<file path="config.mk">
export PLATFORM = sky130hd
export DESIGN_NAME = freq_measure
export DESIGN_NICKNAME = d
export VERILOG_FILES = /design/src/rtl/freq_measure_pkg.sv /design/src/rtl/freq_measure_sync.sv /design/src/rtl/freq_measure.sv
export SDC_FILE = /design/constraint.sdc
export NUM_CORES = 1
export LEC_CHECK = 0
export CORE_MARGIN = 10
export CORE_UTILIZATION = 60
export DETAILED_ROUTE_END_ITERATION = 6
export GPL_ROUTABILITY_DRIVEN = 0
export PLACE_DENSITY = 0.78
export SLEW_MARGIN = 20
export SYNTH_ARGS = -nofsm -noshare
export SYNTH_HDL_FRONTEND = slang
export SYNTH_SLANG_ARGS = --single-unit
</file>
<file path="constraint.sdc">
create_clock -name ref_freq -period 4.9 [get_ports ref_freq]
set_input_delay 0.98 -clock ref_freq [delete_from_list [all_inputs] [get_ports ref_freq]]
set_output_delay 0.98 -clock ref_freq [all_outputs]
set_load 0.1 [all_outputs]
</file>
<file path="src/rtl/freq_measure_pkg.sv">
// Shared definitions for the frequency meter: counter width, default reference
// frequency and the saturating increment used by the edge counter.
package freq_measure_pkg;

    localparam int unsigned CNT_W               = 32;
    localparam int unsigned DEFAULT_REF_FREQ_HZ = 1_000_000;

    // Increment by one, sticking at all-ones instead of wrapping.
    function automatic logic [CNT_W-1:0] sat_inc(input logic [CNT_W-1:0] v);
        return (v == '1) ? v : v + CNT_W'(1);
    endfunction

endpackage

</file>
<file path="src/rtl/freq_measure_sync.sv">
// Input synchronizer plus rising-edge detector.
// Ports:
//   ref_freq  - reference clock
//   nReset    - asynchronous active-low reset
//   async_in  - signal asynchronous to ref_freq
//   rise      - one-cycle pulse per synchronized rising edge (decoded from flops)
module freq_measure_sync #(
    parameter int unsigned SYNC_STAGES = 2
) (
    input  logic ref_freq,
    input  logic nReset,
    input  logic async_in,
    output logic rise
);

    logic [SYNC_STAGES-1:0] sync_q;
    logic [SYNC_STAGES-1:0] sync_d;
    logic                   prev_q;
    logic                   prev_d;

    // Shift the raw input in; prev holds the synchronized value one cycle late.
    always_comb begin
        sync_d = {sync_q[SYNC_STAGES-2:0], async_in};
        prev_d = sync_q[SYNC_STAGES-1];
    end

    always_ff @(posedge ref_freq or negedge nReset) begin
        if (!nReset) begin
            sync_q <= '0;
            prev_q <= 1'b0;
        end else begin
            sync_q <= sync_d;
            prev_q <= prev_d;
        end
    end

    assign rise = sync_q[SYNC_STAGES-1] & ~prev_q;

endmodule

</file>
<file path="src/rtl/freq_measure.sv">
// Frequency meter: counts rising edges of input_freq over a gate of GATE_CYCLES
// reference cycles and publishes the count once per gate.
// Ports:
//   ref_freq       - reference clock, the only clock
//   nReset         - asynchronous active-low reset
//   input_freq     - signal under measurement, asynchronous
//   measured_freq  - edge count of the last completed gate (held register)
module freq_measure
    import freq_measure_pkg::*;
#(
    parameter int unsigned REF_FREQ_HZ = DEFAULT_REF_FREQ_HZ,
    parameter int unsigned GATE_CYCLES = REF_FREQ_HZ,
    parameter int unsigned SYNC_STAGES = 2
) (
    input  logic             ref_freq,
    input  logic             nReset,
    input  logic             input_freq,
    output logic [CNT_W-1:0] measured_freq
);

    localparam logic [CNT_W-1:0] GATE_LAST = CNT_W'(GATE_CYCLES - 1);

    // Reject parameter sets the counting scheme cannot support.
    if (GATE_CYCLES < 2 || SYNC_STAGES < 2 || REF_FREQ_HZ == 0) begin : g_bad_params
        $error("freq_measure: GATE_CYCLES and SYNC_STAGES must be >= 2, REF_FREQ_HZ > 0");
    end

    logic             rise;
    logic [CNT_W-1:0] gate_cnt_q, gate_cnt_d;
    logic [CNT_W-1:0] edge_cnt_q, edge_cnt_d;
    logic [CNT_W-1:0] meas_q,     meas_d;

    freq_measure_sync #(
        .SYNC_STAGES (SYNC_STAGES)
    ) u_sync (
        .ref_freq (ref_freq),
        .nReset   (nReset),
        .async_in (input_freq),
        .rise     (rise)
    );

    // Gate timing and counting; a rise in the terminal cycle belongs to the closing gate.
    always_comb begin
        gate_cnt_d = gate_cnt_q + CNT_W'(1);
        edge_cnt_d = rise ? sat_inc(edge_cnt_q) : edge_cnt_q;
        meas_d     = meas_q;
        if (gate_cnt_q == GATE_LAST) begin
            gate_cnt_d = '0;
            meas_d     = edge_cnt_d;
            edge_cnt_d = '0;
        end
    end

    always_ff @(posedge ref_freq or negedge nReset) begin
        if (!nReset) begin
            gate_cnt_q <= '0;
            edge_cnt_q <= '0;
            meas_q     <= '0;
        end else begin
            gate_cnt_q <= gate_cnt_d;
            edge_cnt_q <= edge_cnt_d;
            meas_q     <= meas_d;
        end
    end

    assign measured_freq = meas_q;

endmodule

</file>
* After elaboration in Yosys (flattened, before gate mapping) *
Index checks and enable logic that the tools add are counted.

word-level totals
  register bits after elaboration = 99
  bits of input ports = 3
  output and inout port bits = 32
  word-level logic and storage cells = 15

operators by class
  add/subtract/negate cells = 2
  eq/ne operators = 2
  mux-type cells = 4
  bitwise logic cells = 2

operators by type and width
  kind                                                                      count
  32-bit two-way mux                                                        4
  32-bit by 1-bit adder with 32-bit output (second input constant)          2
  32-bit by 20-bit equality test with 1-bit output (second input constant)  1
  32-bit equality test (second input constant)                              1
  1-bit bitwise AND                                                         1
  1-bit inverter                                                            1

* Longest topological paths before layout *
Gate-level depths: netlist of run 1.

  word-level depth = 4
  mapped depth = 9
  mapped depth without buffers = 6

* Modules after synthesis *
From an unflattened synthesis of run 1, not the netlist that was laid out.

unflattened totals
  cells, all modules = 490
  area total of the unflattened synthesis = 4838.4 µm²

modules (own cells, without submodules)
  module             instances  cells each  area an instance (µm²)  sequential area each (µm²)
  freq_measure       1          486         4749.6                  2402.3
  freq_measure_sync  1          4           88.8                    75.1

* Worst setup path after synthesis of run 1 *
Ideal clock, no wire load.

  kind = register to register
  from = register gate_cnt_q[0]
  to = register meas_q[0], in the netlist measured_freq[0]
  arrival time = 1.775 ns
  data required time = 4.775 ns
  slack = 3.001 ns
  stages on the path, launching flop included = 10
  path through = dfrtp_1 -> ha_1 -> nand4_1 -> or2_0 -> buf_2 -> or3_1 -> buf_2 -> buf_6 -> nand2_1 -> o21ai_1

between the ends
  longest elaborated chain between the ends = 1

ends and longest elaborated chain
  what                                              RTL line            RTL
  start, declared                                   freq_measure.sv:29  logic [CNT_W-1:0] gate_cnt_q, gate_cnt_d;
  start signal, assigned                            freq_measure.sv:60  gate_cnt_q <= gate_cnt_d;
  32-bit by 20-bit equality test with 1-bit output  freq_measure.sv:47  if (gate_cnt_q == GATE_LAST) begin
  end signal, assigned                              freq_measure.sv:62  meas_q <= meas_d;
  end, declared                                     freq_measure.sv:31  logic [CNT_W-1:0] meas_q, meas_d;

No other way between the ends.
A chain may end at the register's enable or synchronous reset.

* Worst setup path after layout of run 1 *
  from = register meas_q[22], in the netlist measured_freq[22]
  to = output measured_freq[22]

RTL lines
  what           RTL line            RTL
  end, declared  freq_measure.sv:18  output logic [CNT_W-1:0] measured_freq

No word-level cell between the ends.

==> metrics.md, run 1 <==
| Metric | Value |
|---|---|
| Status | completed |
| Synthesis warning total | 0 |
| Global-route wire length before repair | 17,100 µm |
| DIE AREA | 11,700 µm² |
| Most frequent cells in the layout | 99 x dfrtp_1, 56 x nor2_1, 38 x nand2_1 |
| Max-slew headroom | 0.337 |
| PostCTS Resize Cnt | 0 |
| X dimension of the die | 108 µm |
| Async SR Flop Fraction | 1.00 |
| Final Net Count | 500 |
| WP buf/inv | 1 |
| Clk slew on worst S/H paths | 0.10 ns |
| Skew final | 0.00757 ns |
| Synth cell types | 48 |
| Vias per inst | 5.97 |
| Count of flip-flops with a built-in enable after synthesis | 0 |
| Achievable Freq | 347 MHz |
| Setup crit start kind | flip-flop |
| Dpl hpwl | 6920 µm |
| Initial DRC count | 189 |
| Crit-path slowest cell | clkdlybuf4s50_1 |
| Grt total ovfl | 0 |
| Wire per inst | 16.2 µm |
| Cell family with most CP delay | buffers and inverters |
| WS Path Type | flip-flop to output port |
| Hold_ws | 0.374 ns |
| Initial antenna violation count | 0 |
| Port buffer count | 34 |
| Synth Flop Type | dfrtp_1 |
| Sink Count | 99 |
| Setup bufs post-CTS | 0 |
| CTS hold repair buffers | 0 |
| Vias post-DR | 3,593 |
| WL final | 9760 µm |
| Slowest stage delay, CP | 1.14 ns |
| Area growth syn-to-layout | 12.5% |
| Fin crit share | 0.588 |
| Clock tree buffer depth | 2 |
| Die span in y | 108 µm |
| Synth Instances | 466 |
| Most common cell after layout, fill and taps aside | dfrtp_1 |
| Power per Cell Area | 278 nW/µm² |
| Worst VDD drop | 0.000183 V |
| Final slew viol count | 0 |
| Drt pass-1 iters | 4 |
| CTS Root Cell | clkbuf_8 |
| Mapped Nets | 471 |
| Pleak | 2.19 nW |
| Finished Core Util | 0.685 |
| Unrepaired setup endpoints after global routing | false |
| Detail Route Antenna Nets | 0 |
| Worst Max-Slew Pin Slew | 0.991 ns |
| Syn avg cell area | 10.0 µm² |
| CTS tree | yes |
| Setup violations, final | 0 |
| CORE AREA | 7650 µm² |
| Final hold violation count | 0 |
| I/O pin cnt | 35 |
| Vias in the first global route | 3,537 |
| Sequential area share after synthesis | 0.532 |
| CP Max Fanout | 2 |
| Critical Path RT | 3.92 ns |
| FP Rows | 32 |
| Setup crit end kind | output port |
| Cts bufs inserted | 9 |
| Share of cells above drive strength 1 | 0.0700 |
| Largest net degree at the start of global routing | 64 |
| Remaining DRCs | 0 |
| Mapped cell area | 4660 µm² |
| Maxcap violations | 0 |
| Post-route setup TNS | 0 ns |
| #FFs+latches synth | 99 |
| Clock latency on the worst-skew pair | 0.37 ns |
| Arrival time at the worst endpoint | 1.90 ns |
| CTS H-tree lvls | 3 |
| Tot GR Track Use | 0.179 |
| Starting Density | 0.609 |
| Cells along the critical path | clkdlybuf4s50_1 |
| Min Tclk post-route | 2.88 ns |
| Number of diodes | 0 |
| Type of the tightest min-delay check | flip-flop to flip-flop |
[through the flow]
step	area (µm²)	std cells	total power, W	setup WS (ns)
floorplan	4660	466	0.000932	3.00
CTS	5240	602	0.00147	1.98
global route	5240	602	0.00152	1.94
global placement	5060	586	0.000963	2.41
finish	5240	602	0.00145	2.02
detailed placement	5060	586	0.000969	2.41
[Yosys cell counts, types with 2 or more instances]
cell type  number  area share
nand3_2         3      0.0064
buf_6           2      0.0048
ha_1            2      0.0054
mux2i_1         4      0.0086
a41oi_1         2      0.0038
a21oi_1        18       0.019
nor2_1         56       0.045
or2_1           2      0.0027
o21ai_2         4      0.0075
o41ai_1         2      0.0038
nand3_1        23       0.025
o21ai_0        11       0.012
clkbuf_1        7      0.0056
xnor2_1        24       0.045
nand2_1        38       0.031
and3_1         10       0.013
xor2_1         13       0.024
and4_1         12       0.023
nand4_1        21       0.028
nor3_2          4      0.0086
o21ai_1        16       0.017
nor4_1          9       0.012
a31oi_1        19       0.026
or3_1          19       0.026
and2_1          2      0.0027
nor3_1          9      0.0097
buf_2           9      0.0097
inv_1           7      0.0056
dfrtp_1        99        0.53
[logic make-up (layout without fill, tap and decap cells)]
kind of cell               Yosys count  in the layout  synth area share
xor gates and xnor gates            37             37            0.0696
buffers and inverters               26             60            0.0274
AOI/OAI and AO/OA                   80             80             0.104
DFF                                 99             99             0.532
muxes                                4              4           0.00860
adders and majority gates            2              2           0.00537
and+or+nand+nor                    218            218             0.254
[where the power goes]
group	switching, W	internal [W]	leakage [nW]
sequential	0.0000275	0.000840	1.35
clock	0.000297	0.000206	0.0885
combinational	0.0000574	0.0000272	0.743
[area by class of cell]
| type | count | area, µm² |
|---|---|---|
| clock buffer | 11 | 141 |
| clock inverter | 5 | 43.8 |
| fill | 577 | 2410 |
| inverter | 7 | 26.3 |
| multi-input combinational | 341 | 2060 |
| sequential | 99 | 2480 |
| tap | 102 | 128 |
| timing repair buffer | 37 | 360 |
[path summary, 6_finish.rpt]
check                                   from                 to  slack [ns]  cells past startpoint
max                        measured_freq[22]  measured_freq[22]        2.02                      1
min                         u_sync.sync_q[0]   u_sync.sync_q[1]        0.37                      0
max reg2reg                   gate_cnt_q[20]      gate_cnt_q[1]        2.46                      4
min reg2reg                 u_sync.sync_q[0]   u_sync.sync_q[1]        0.37                      0
max in group asynchronous             nReset     edge_cnt_q[22]        3.25                      2
min in group asynchronous             nReset  measured_freq[17]        0.69                      1
[state kept, by name (all words and copies together) (netlist names)]
register       count
gate_cnt_q        32
measured_freq     32
u_sync.prev_q      1
edge_cnt_q        32
u_sync.sync_q      2
[per-layer routing]
layer	global-route usage	up-vias	part of all wire
met2	0.300	73	0.50
met3	0.0488	17	0.052
met5	0	-	0
li1	-	1746	-
met4	0.0477	0	0.016
met1	0.224	1757	0.43
(Power assumes the default switching activity.)
==> run 2, diff against run 1 <==
--- a/config.mk
+++ b/config.mk
@@ -6,10 +6,10 @@
 export NUM_CORES = 1
 export LEC_CHECK = 0
 export CORE_MARGIN = 10
-export CORE_UTILIZATION = 60
+export CORE_UTILIZATION = 53
 export DETAILED_ROUTE_END_ITERATION = 6
 export GPL_ROUTABILITY_DRIVEN = 0
-export PLACE_DENSITY = 0.78
+export PLACE_DENSITY = 0.73
 export SLEW_MARGIN = 20
 export SYNTH_ARGS = -nofsm -noshare
 export SYNTH_HDL_FRONTEND = slang
==> constraint.sdc (replaced) <==
create_clock -name ref_freq -period 2.43 [get_ports ref_freq]
set_input_delay 0.486 -clock ref_freq [delete_from_list [all_inputs] [get_ports ref_freq]]
set_output_delay 0.486 -clock ref_freq [all_outputs]
set_load 0.1 [all_outputs]
==> run 2 against run 1 <==
Clock-buffer cell count shrank 2. Global-route usage decreased by 2.0 points. First-iteration DRC count is 15% higher. Utilization is 7.6 points lower. Worst setup slack worse by 1.7 ns. Sequential power up 100%. Non-clock buffer count grew 6. Routed wire length increased by 0.18%. Clock skew about the same. Worst hold slack lost 0.0057 ns. Combinational power is 100% higher. Via count down 1.5%.
==> metrics.md, run 2 (synthesis gave the netlist of run 1 again) <==
| Metric | Value |
|---|---|
| Status | completed |
| Drt pass-1 iters | 5 |
| Largest net degree at the start of global routing | 56 |
| Global-route wire length before repair | 16,900 µm |
| Worst VDD drop | 0.000305 V |
| Clock tree buffer depth | 2 |
| Sink Count | 99 |
| Setup bufs post-CTS | 0 |
| CTS tree | yes |
| Vias post-DR | 3,539 |
| Most common cell after layout, fill and taps aside | dfrtp_1 |
| Remaining DRCs | 0 |
| CTS hold repair buffers | 1 |
| Clock latency on the worst-skew pair | 0.38 ns |
| Worst Max-Slew Pin Slew | 0.496 ns |
| Fin crit share | 0.874 |
| Skew final | 0.00804 ns |
| Starting Density | 0.539 |
| Post-route setup TNS | 0 ns |
| Setup crit start kind | flip-flop |
| WL final | 9780 µm |
| Detail Route Antenna Nets | 0 |
| Grt total ovfl | 0 |
| FP Rows | 34 |
| Area growth syn-to-layout | 13.1% |
| Achievable Freq | 471 MHz |
| Final Cell Area | 5270 µm² |
| Pleak | 2.30 nW |
| Initial DRC count | 218 |
| Hold-critical path depth | 0 |
| Fill count | 738 |
| Placed cell area | 5060 µm² |
| Number of diodes | 0 |
| Most frequent cells in the layout | 99 x dfrtp_1, 56 x nor2_1, 38 x nand2_1, 38 x buf_4, 24 x xnor2_1 |
| Reg2Reg Setup Slack | 0.31 ns |
| Layout Cells excl Fill | 614 |
| Tot GR Track Use | 0.160 |
| Die span in y | 114 µm |
| PostCTS Resize Cnt | 0 |
| Clk slew on worst S/H paths | 0.11 ns |
| CTS H-tree lvls | 3 |
| Port buffer count | 34 |
| Setup crit end kind | flip-flop |
| Overall power | 0.00297 W |
| Vias per inst | 5.76 |
| Setup violations, final | 0 |
| X dimension of the die | 114 µm |
| Final slew viol count | 0 |
| Maxcap violations | 0 |
| Final hold violation count | 0 |
| Vias in the first global route | 3,493 |
| Final Net Count | 506 |
| Type of the tightest min-delay check | flip-flop to flip-flop |
| Share of cells above drive strength 1 | 0.144 |
| Wire per inst | 15.9 µm |
| CP Max Fanout | 12 |
| Placed insts | 597 |
| Critical Path RT | 2.74 ns |
| Arrival time at the worst endpoint | 2.43 ns |
| Cts bufs inserted | 9 |
| Unrepaired setup endpoints after global routing | false |
| DIE AREA | 12,900 µm² |
| I/O pin cnt | 35 |
| Dpl hpwl | 7070 µm |
| CTS Root Cell | clkbuf_8 |
| CORE AREA | 8640 µm² |
| WS Path Type | flip-flop to flip-flop |
| Max-slew headroom | 0.666 |
| Min Tclk post-route | 2.12 ns |
| Initial antenna violation count | 0 |
| Power per Cell Area | 564 nW/µm² |
| R2R depth | 6 |
==> run 2: cell count changes in the layout (fill, tap and decap cells not counted), sizes merged <==
cell and change:
buf +37, clkbuf -2, clkdlybuf4s50 -32, clkinv +1, dlygate4sd3 +1, inv +1
==> run 2: path summary, 6_finish.rpt <==
path	end	from
worst max-delay path	measured_freq[13]	edge_cnt_q[17]
worst min-delay path	u_sync.sync_q[1]	u_sync.sync_q[0]
worst max register to register	measured_freq[13]	edge_cnt_q[17]
worst min register to register	u_sync.sync_q[1]	u_sync.sync_q[0]
max in group asynchronous	edge_cnt_q[2]	nReset
min in group asynchronous	edge_cnt_q[21]	nReset
==> run 2: critical path: stages, from the launching register on <==
cell	delay, ns
dfrtp_1	0.46
nand4_1	0.20
nor4_2	0.48
and4_1	0.40
buf_4	0.22
o21ai_0	0.13
a31oi_1	0.17
==> run 2: where the power goes <==
group          internal [W]  switching, W  leakage, nW
Clock              0.000405      0.000647       0.0946
Sequential          0.00169     0.0000557         1.35
Combinational     0.0000591      0.000109        0.849
==> run 2: area by class of cell <==
class	count	area, µm²	area share
Sequential cell	99	2480	0.470
Multi-Input combinational cell	341	2060	0.392
Clock buffer	9	124	0.0235
Inverter	7	26.3	0.00499
Timing Repair Buffer	43	365	0.0694
Clock inverter	7	73.8	0.0140
Tap cell	108	135	0.0257
==> run 2: per-layer routing <==
metal | global-route usage | up-vias | wire length (µm)
met2 | 0.276 | 67 | 4990
met5 | 0 | - | 0
li1 | - | 1764 | -
met3 | 0.0430 | 7 | 424
met4 | 0.0406 | 0 | 99
met1 | 0.192 | 1701 | 4260
==> run 2: through the flow <==
step | hold WS, ns | util | setup slack (ns)
2_1_floorplan | 0.190 | - | 0.531
3_3_place_gp | 0.322 | 0.586 | 0.341
3_5_place_dp | 0.323 | 0.586 | 0.332
4_1_cts | 0.367 | 0.610 | 0.322
5_1_grt | 0.379 | 0.610 | 0.108
6_report | 0.368 | 0.610 | 0.305
